### src/rtl/_arb_mux_pkg.sv
// Shared constants and types for the arbitrating multiplexer.
package _arb_mux_pkg;

  localparam int unsigned WORD_LENGTH = 16;

  typedef enum logic {
    ARB_EMPTY = 1'b0,
    ARB_FULL  = 1'b1
  } arb_state_t;

endpackage

### src/rtl/_arb_mux_if.sv
// Producer/consumer handshake bundle for the arbitrating multiplexer.
interface _arb_mux_if #(
  parameter int unsigned n = _arb_mux_pkg::WORD_LENGTH,
  parameter int unsigned m = 16
);
  localparam int unsigned s = $clog2(m);

  logic [m-1:0]        in_valid;
  logic [m-1:0][n-1:0] in;
  logic [m-1:0]        in_ready;
  logic                out_valid;
  logic [n-1:0]        out;
  logic [s-1:0]        out_src;
  logic                out_ready;

  modport master (
    output in_valid, in, out_ready,
    input  in_ready, out_valid, out, out_src
  );

  modport slave (
    input  in_valid, in, out_ready,
    output in_ready, out_valid, out, out_src
  );

endinterface

### src/rtl/_arb_mux_rr_arbiter.sv
// Combinational round-robin arbiter: rotate requests by ptr, pick lowest set
// bit, rotate the index back. Driving ptr with 0 yields fixed lowest-index priority.
module _rr_arbiter #(
  parameter  int unsigned m = 16,
  localparam int unsigned s = $clog2(m)
) (
  input  logic [m-1:0] req,
  input  logic [s-1:0] ptr,
  output logic [m-1:0] gnt,
  output logic [s-1:0] idx,
  output logic         any
);

  localparam logic [s:0] m_w = (s+1)'(m);

  logic [m-1:0] rot;
  logic [s-1:0] pos;
  logic [s:0]   sum;

  assign rot = m'({req, req} >> ptr);

  // Lowest set bit of the rotated vector is the first requester at or after ptr.
  always_comb begin
    pos = '0;
    any = 1'b0;
    for (int i = int'(m) - 1; i >= 0; i--) begin
      if (rot[i]) begin
        pos = s'(i);
        any = 1'b1;
      end
    end
  end

  assign sum = {1'b0, pos} + {1'b0, ptr};
  assign idx = (sum >= m_w) ? s'(sum - m_w) : s'(sum);
  assign gnt = any ? (m'(1) << idx) : '0;

endmodule

### src/rtl/_arb_mux.sv
// m-input, n-bit arbitrating multiplexer with a single registered output stage.
// ARB_MUX_FIXED_PRIO_EN: when defined, lowest index always wins and ptr is removed.
module _arb_mux
  import _arb_mux_pkg::*;
#(
  parameter  int unsigned n = WORD_LENGTH,
  parameter  int unsigned m = 16,
  localparam int unsigned s = $clog2(m)
) (
  input logic       clk,
  input logic       rst,
  _arb_mux_if.slave bus
);

  arb_state_t   state;
  logic [n-1:0] data;
  logic [s-1:0] src;
  logic [s-1:0] ptr;

  logic [m-1:0] gnt_c;
  logic [s-1:0] idx_c;
  logic         any_c;
  logic         load_c;

  _rr_arbiter #(.m(m)) u_arb (
    .req (bus.in_valid),
    .ptr (ptr),
    .gnt (gnt_c),
    .idx (idx_c),
    .any (any_c)
  );

  // Load whenever the output slot is free or being drained this cycle.
  assign load_c       = ((state == ARB_EMPTY) || bus.out_ready) && any_c;
  assign bus.in_ready = load_c ? gnt_c : '0;

`ifdef ARB_MUX_FIXED_PRIO_EN
  assign ptr = '0;
`else
  logic [s-1:0] ptr_next_c;

  assign ptr_next_c = (idx_c == s'(m - 1)) ? '0 : s'(idx_c + 1'b1);

  // Priority rotates only when a word is actually taken.
  always_ff @(posedge clk or posedge rst) begin
    if (rst) begin
      ptr <= '0;
    end else if (load_c) begin
      ptr <= ptr_next_c;
    end
  end
`endif

  always_ff @(posedge clk or posedge rst) begin
    if (rst) begin
      state <= ARB_EMPTY;
      data  <= '0;
      src   <= '0;
    end else begin
      case (state)
        ARB_EMPTY: begin
          if (load_c) begin
            state <= ARB_FULL;
            data  <= bus.in[idx_c];
            src   <= idx_c;
          end
        end
        ARB_FULL: begin
          if (load_c) begin
            data <= bus.in[idx_c];
            src  <= idx_c;
          end else if (bus.out_ready) begin
            state <= ARB_EMPTY;
          end
        end
        default: state <= ARB_EMPTY;
      endcase
    end
  end

  assign bus.out_valid = (state == ARB_FULL);
  assign bus.out       = data;
  assign bus.out_src   = src;

endmodule
### src/flat_wrapper.sv
// flat-port wrapper written by rule: the top's interface ports become plain ports
module _arb_mux_flat import _arb_mux_pkg::*;
#(
  parameter  int unsigned n = WORD_LENGTH,
  parameter  int unsigned m = 16,
  localparam int unsigned s = $clog2(m)
)
  (clk, rst, bus_in_valid, bus_in, bus_out_ready, bus_in_ready, bus_out_valid, bus_out, bus_out_src);
  _arb_mux_if #(.n(n), .m(m)) bus_i ();
  input logic clk;
  input logic rst;
  input wire logic [$bits(bus_i.in_valid)-1:0] bus_in_valid;
  input wire logic [$bits(bus_i.in)-1:0] bus_in;
  input wire logic [$bits(bus_i.out_ready)-1:0] bus_out_ready;
  output wire logic [$bits(bus_i.in_ready)-1:0] bus_in_ready;
  output wire logic [$bits(bus_i.out_valid)-1:0] bus_out_valid;
  output wire logic [$bits(bus_i.out)-1:0] bus_out;
  output wire logic [$bits(bus_i.out_src)-1:0] bus_out_src;
  assign bus_i.in_valid = bus_in_valid;
  assign bus_i.in = bus_in;
  assign bus_i.out_ready = bus_out_ready;
  assign bus_in_ready = bus_i.in_ready;
  assign bus_out_valid = bus_i.out_valid;
  assign bus_out = bus_i.out;
  assign bus_out_src = bus_i.out_src;
  _arb_mux #(.n(n), .m(m)) u_core (.clk(clk), .rst(rst), .bus(bus_i));
endmodule
### config.mk
export PLATFORM = sky130hd
export DESIGN_NAME = _arb_mux_flat
export DESIGN_NICKNAME = d
export VERILOG_FILES = /design/src/rtl/_arb_mux_pkg.sv /design/src/rtl/_arb_mux_if.sv /design/src/rtl/_arb_mux_rr_arbiter.sv /design/src/rtl/_arb_mux.sv /design/src/flat_wrapper.sv
export SDC_FILE = /design/constraint.sdc
export NUM_CORES = 1
export LEC_CHECK = 0
export ABC_AREA = 0
export BUFFER_PORTS_ARGS = -buffer_cell sky130_fd_sc_hd__buf_4
export CAP_MARGIN = 15
export CORE_AREA = 2 2 120 122
export CTS_CLUSTER_DIAMETER = 100
export DETAILED_ROUTE_END_ITERATION = 16
export DIE_AREA = 0 0 122 124
export MAX_ROUTING_LAYER = met4
export PLACE_DENSITY_LB_ADDON = 0.2
export REMOVE_ABC_BUFFERS = 1
export SLEW_MARGIN = 20
export SYNTH_ARGS = -nofsm -noshare
export SYNTH_HDL_FRONTEND = slang
export SYNTH_SLANG_ARGS = --single-unit
### constraint.sdc
create_clock -name clk -period 6.01 [get_ports clk]
set_clock_uncertainty 0.15 [all_clocks]
set_input_delay 1.202 -clock clk [delete_from_list [all_inputs] [get_ports clk]]
set_output_delay 1.202 -clock clk [all_outputs]
set_load 0.05 [all_outputs]
==> results.md <==
- Outcome: complete, but fails checks
- Failing checks: negative setup slack
- Synth Area per Inst: 11.1 um^2
- WP data required: 4.66 ns
- Worst min-delay path class: reg2reg
- Residual DRC: 0
- Hold Vio Cnt, Final: 0
- Critical path type: in2out
- Cts hold-fix bufs: 0
- Clock buffer depth: 2
- GRT overflow: 0
- Layout Nets: 1036
- Sequential area share after synthesis: 14.1%
- Final setup fails: 6
- Core ar.: 0.0137 mm^2
- # rows: 43
- DPL Wire Length: 17400 um
- Fillers: 1212
- # H-tree levels: 1
- Post-synth EDFFs: 0
- Num ports: 312
- Root buffer cell: clkbuf_16
- Startpoint types: input pin
- Tmin final: 6.07 ns
- Iteration count of the initial detailed-routing pass: 7
- Chip height: 124 um
- Fin Hold WS: 0.344 ns
- Max cap viols: 0
- Most common cell after layout, fill and taps aside: buf_4
- Via/cell ratio: 5.56
- Clk_lat worst skew: 0.26 ns
- Post-Synthesis Cells: 400
- Fmax: 165 MHz
- Top_reg_cell synth: dfrtp_1
- Vias in the first global route: 5153
- Final Cycle Share: 101%
- First-pass GRT wire length: 29700 um
- Number of CTS-inserted buffers: 3
- RSZ-0062 raised after global routing: true
- Antenna violations before repair: 9
- Final wirelength: 20700 um
- Relative slew slack: 38.6%
- Die ar.: 0.0151 mm^2
- Routed vias: 5238
- Die W: 122 um
- Overall routing resource usage: 26.7%
- Fin cells: 942
- Post-route cell area: 0.00787 mm^2
- Yosys warns: 0
- RD Place Congestion: 0.950
- FFs w/ async S/R, synth: 100%
- Largest net degree at the start of global routing: 58
- FF+latch count, synth: 25
- Critical Path End Type: primary output
- Layout area overhead: 77.2%
- WP data arrival: 4.71 ns
- Share of cells above drive strength 1: 71.0%
- Synth cell types: 64
- Number of I/O port buffers: 311
- Slew @ Worst Pin: 0.922 ns
- Starting Density: 32.4%
- Placed inst area: 0.00738 mm^2
- Most frequent cells in the layout: buf_4, mux4_2, mux2i_1
- Placed Instances: 921
- Max Slew Vio Count: 0
- WL/cell: 22.0 um
- Routed Antenna Nets: 0
- CTS tree: yes
- Clock sinks: 25
- Setup ws final: -0.0562 ns
- Crit path max fanout: 5
- Worst-path clk slew: 0.07 ns
- Synthesized area: 0.00444 mm^2
- Iter 0 DRT Violations: 350
[cell type report]
| type | count | area (um^2) | area share (%) |
|---|---|---|---|
| multi-input combinational | 326 | 3900 | 49.6 |
| timing repair buffer | 387 | 2970 | 37.8 |
| sequential | 25 | 626 | 7.95 |
| tap | 180 | 225 | 2.86 |
| clock buffer | 4 | 78.8 | 1.00 |
| inverter | 11 | 43.8 | 0.556 |
| antenna | 9 | 22.5 | 0.286 |
[sequential cells by signal, indices dropped and copies added (netlist names)]
register              cells
u_core.ptr                4
u_core.bus.out_src        4
u_core.bus.out_valid      1
u_core.bus.out           16
[what timing repair did]
action / in CTS / in global routing
setup buffers: 4 / 5
resized for setup: 30 / 42
setup endpoints to repair: 16 / 16
pin swaps: 9 / 19
[stage by stage]
| stage | setup WS (ns) | util (%) | setup TNS, ns |
|---|---|---|---|
| finish | -0.0562 | 57.4 | -0.179 |
| global route | -0.176 | 57.4 | -2.02 |
| CTS | -0.0199 | 55.6 | -0.0542 |
| detailed placement | -0.419 | 53.8 | -4.80 |
| global placement | -0.354 | 53.8 | -4.12 |
| floorplan | -2.70 | - | -51.89 |
[critical path, cell delays in order]
cell and delay [ns]:
buf_4 0.13, mux4_2 0.49, mux4_2 0.51, a31o_4 0.26, a21boi_2 0.12, nor2_1 0.06
a41oi_2 0.22, ha_4 0.17, inv_2 0.03, fa_4 0.82, inv_4 0.04, ha_4 0.15
ha_1 0.20, nand2_2 0.08, nor3_2 0.05, buf_6 0.16
[cell usage after synthesis (2+ instances only)]
master	n	area, um^2
mux4_2	81	1820
mux2i_1	43	430
nand2_1	39	146
dfrtp_1	25	626
clkbuf_1	24	90.1
a21oi_1	17	85.1
o221ai_1	16	140
nor3_1	14	70.1
nor2_1	11	41.3
inv_1	10	37.5
mux2_2	8	90.1
o21ai_0	8	40.0
buf_1	6	22.5
ha_1	6	75.1
nand3_1	6	30.0
nand4_1	5	31.3
nor2b_1	5	31.3
and2_1	4	25.0
buf_4	4	30.0
nor4_1	4	25.0
a211oi_1	3	22.5
a21o_1	3	22.5
buf_2	3	15.0
nand2b_1	3	18.8
a211o_1	2	17.5
a21boi_0	2	15.0
a31oi_1	2	12.5
a41oi_1	2	17.5
and3_1	2	12.5
nand3b_1	2	15.0
o211ai_1	2	15.0
o21a_1	2	15.0
o22ai_1	2	12.5
o31ai_1	2	15.0
or2_2	2	12.5
or3_1	2	12.5
[routing by layer]
layer	vias to the layer above	GRT usage (%)	wire, um
met5	-	-	0
met4	0	1.87	70
met3	8	10.1	1950
met2	271	41.7	10100
met1	2571	34.9	8670
li1	2388	-	-
[cells by family (layout without fill, tap and decap cells)]
logic type      Yosys count  in the layout  synth area share [%]
other cells               0              9                     0
compound gates           78             78                  13.2
flops                    25             25                  14.1
fa+ha+maj                 7              7                  2.14
mux                     133            133                  53.3
buf+inv                  49            402                  4.73
simple gates            106            106                  12.1
xor+xnor                  2              2                 0.395
[worst paths after layout]
check / start / endpoint / slack, ns / cells after the start
max: bus_in_valid[4] / bus_in_ready[7] / -0.06 / 16
min: u_core.bus.out[10]$_DFFE_PP0P_ / u_core.bus.out[10]$_DFFE_PP0P_ / 0.34 / 2
max reg2reg: u_core.ptr[3]$_DFFE_PP0P_ / u_core.bus.out[13]$_DFFE_PP0P_ / 0.54 / 17
min reg2reg: u_core.bus.out[10]$_DFFE_PP0P_ / u_core.bus.out[10]$_DFFE_PP0P_ / 0.34 / 2
max in group asynchronous: rst / u_core.bus.out[0]$_DFFE_PP0P_ / 4.47 / 2
min in group asynchronous: rst / u_core.bus.out_src[2]$_DFFE_PP0P_ / 0.85 / 2
Power is not shown: default switching activity piles up to over one toggle a cycle in this logic, so the estimate is an artifact.
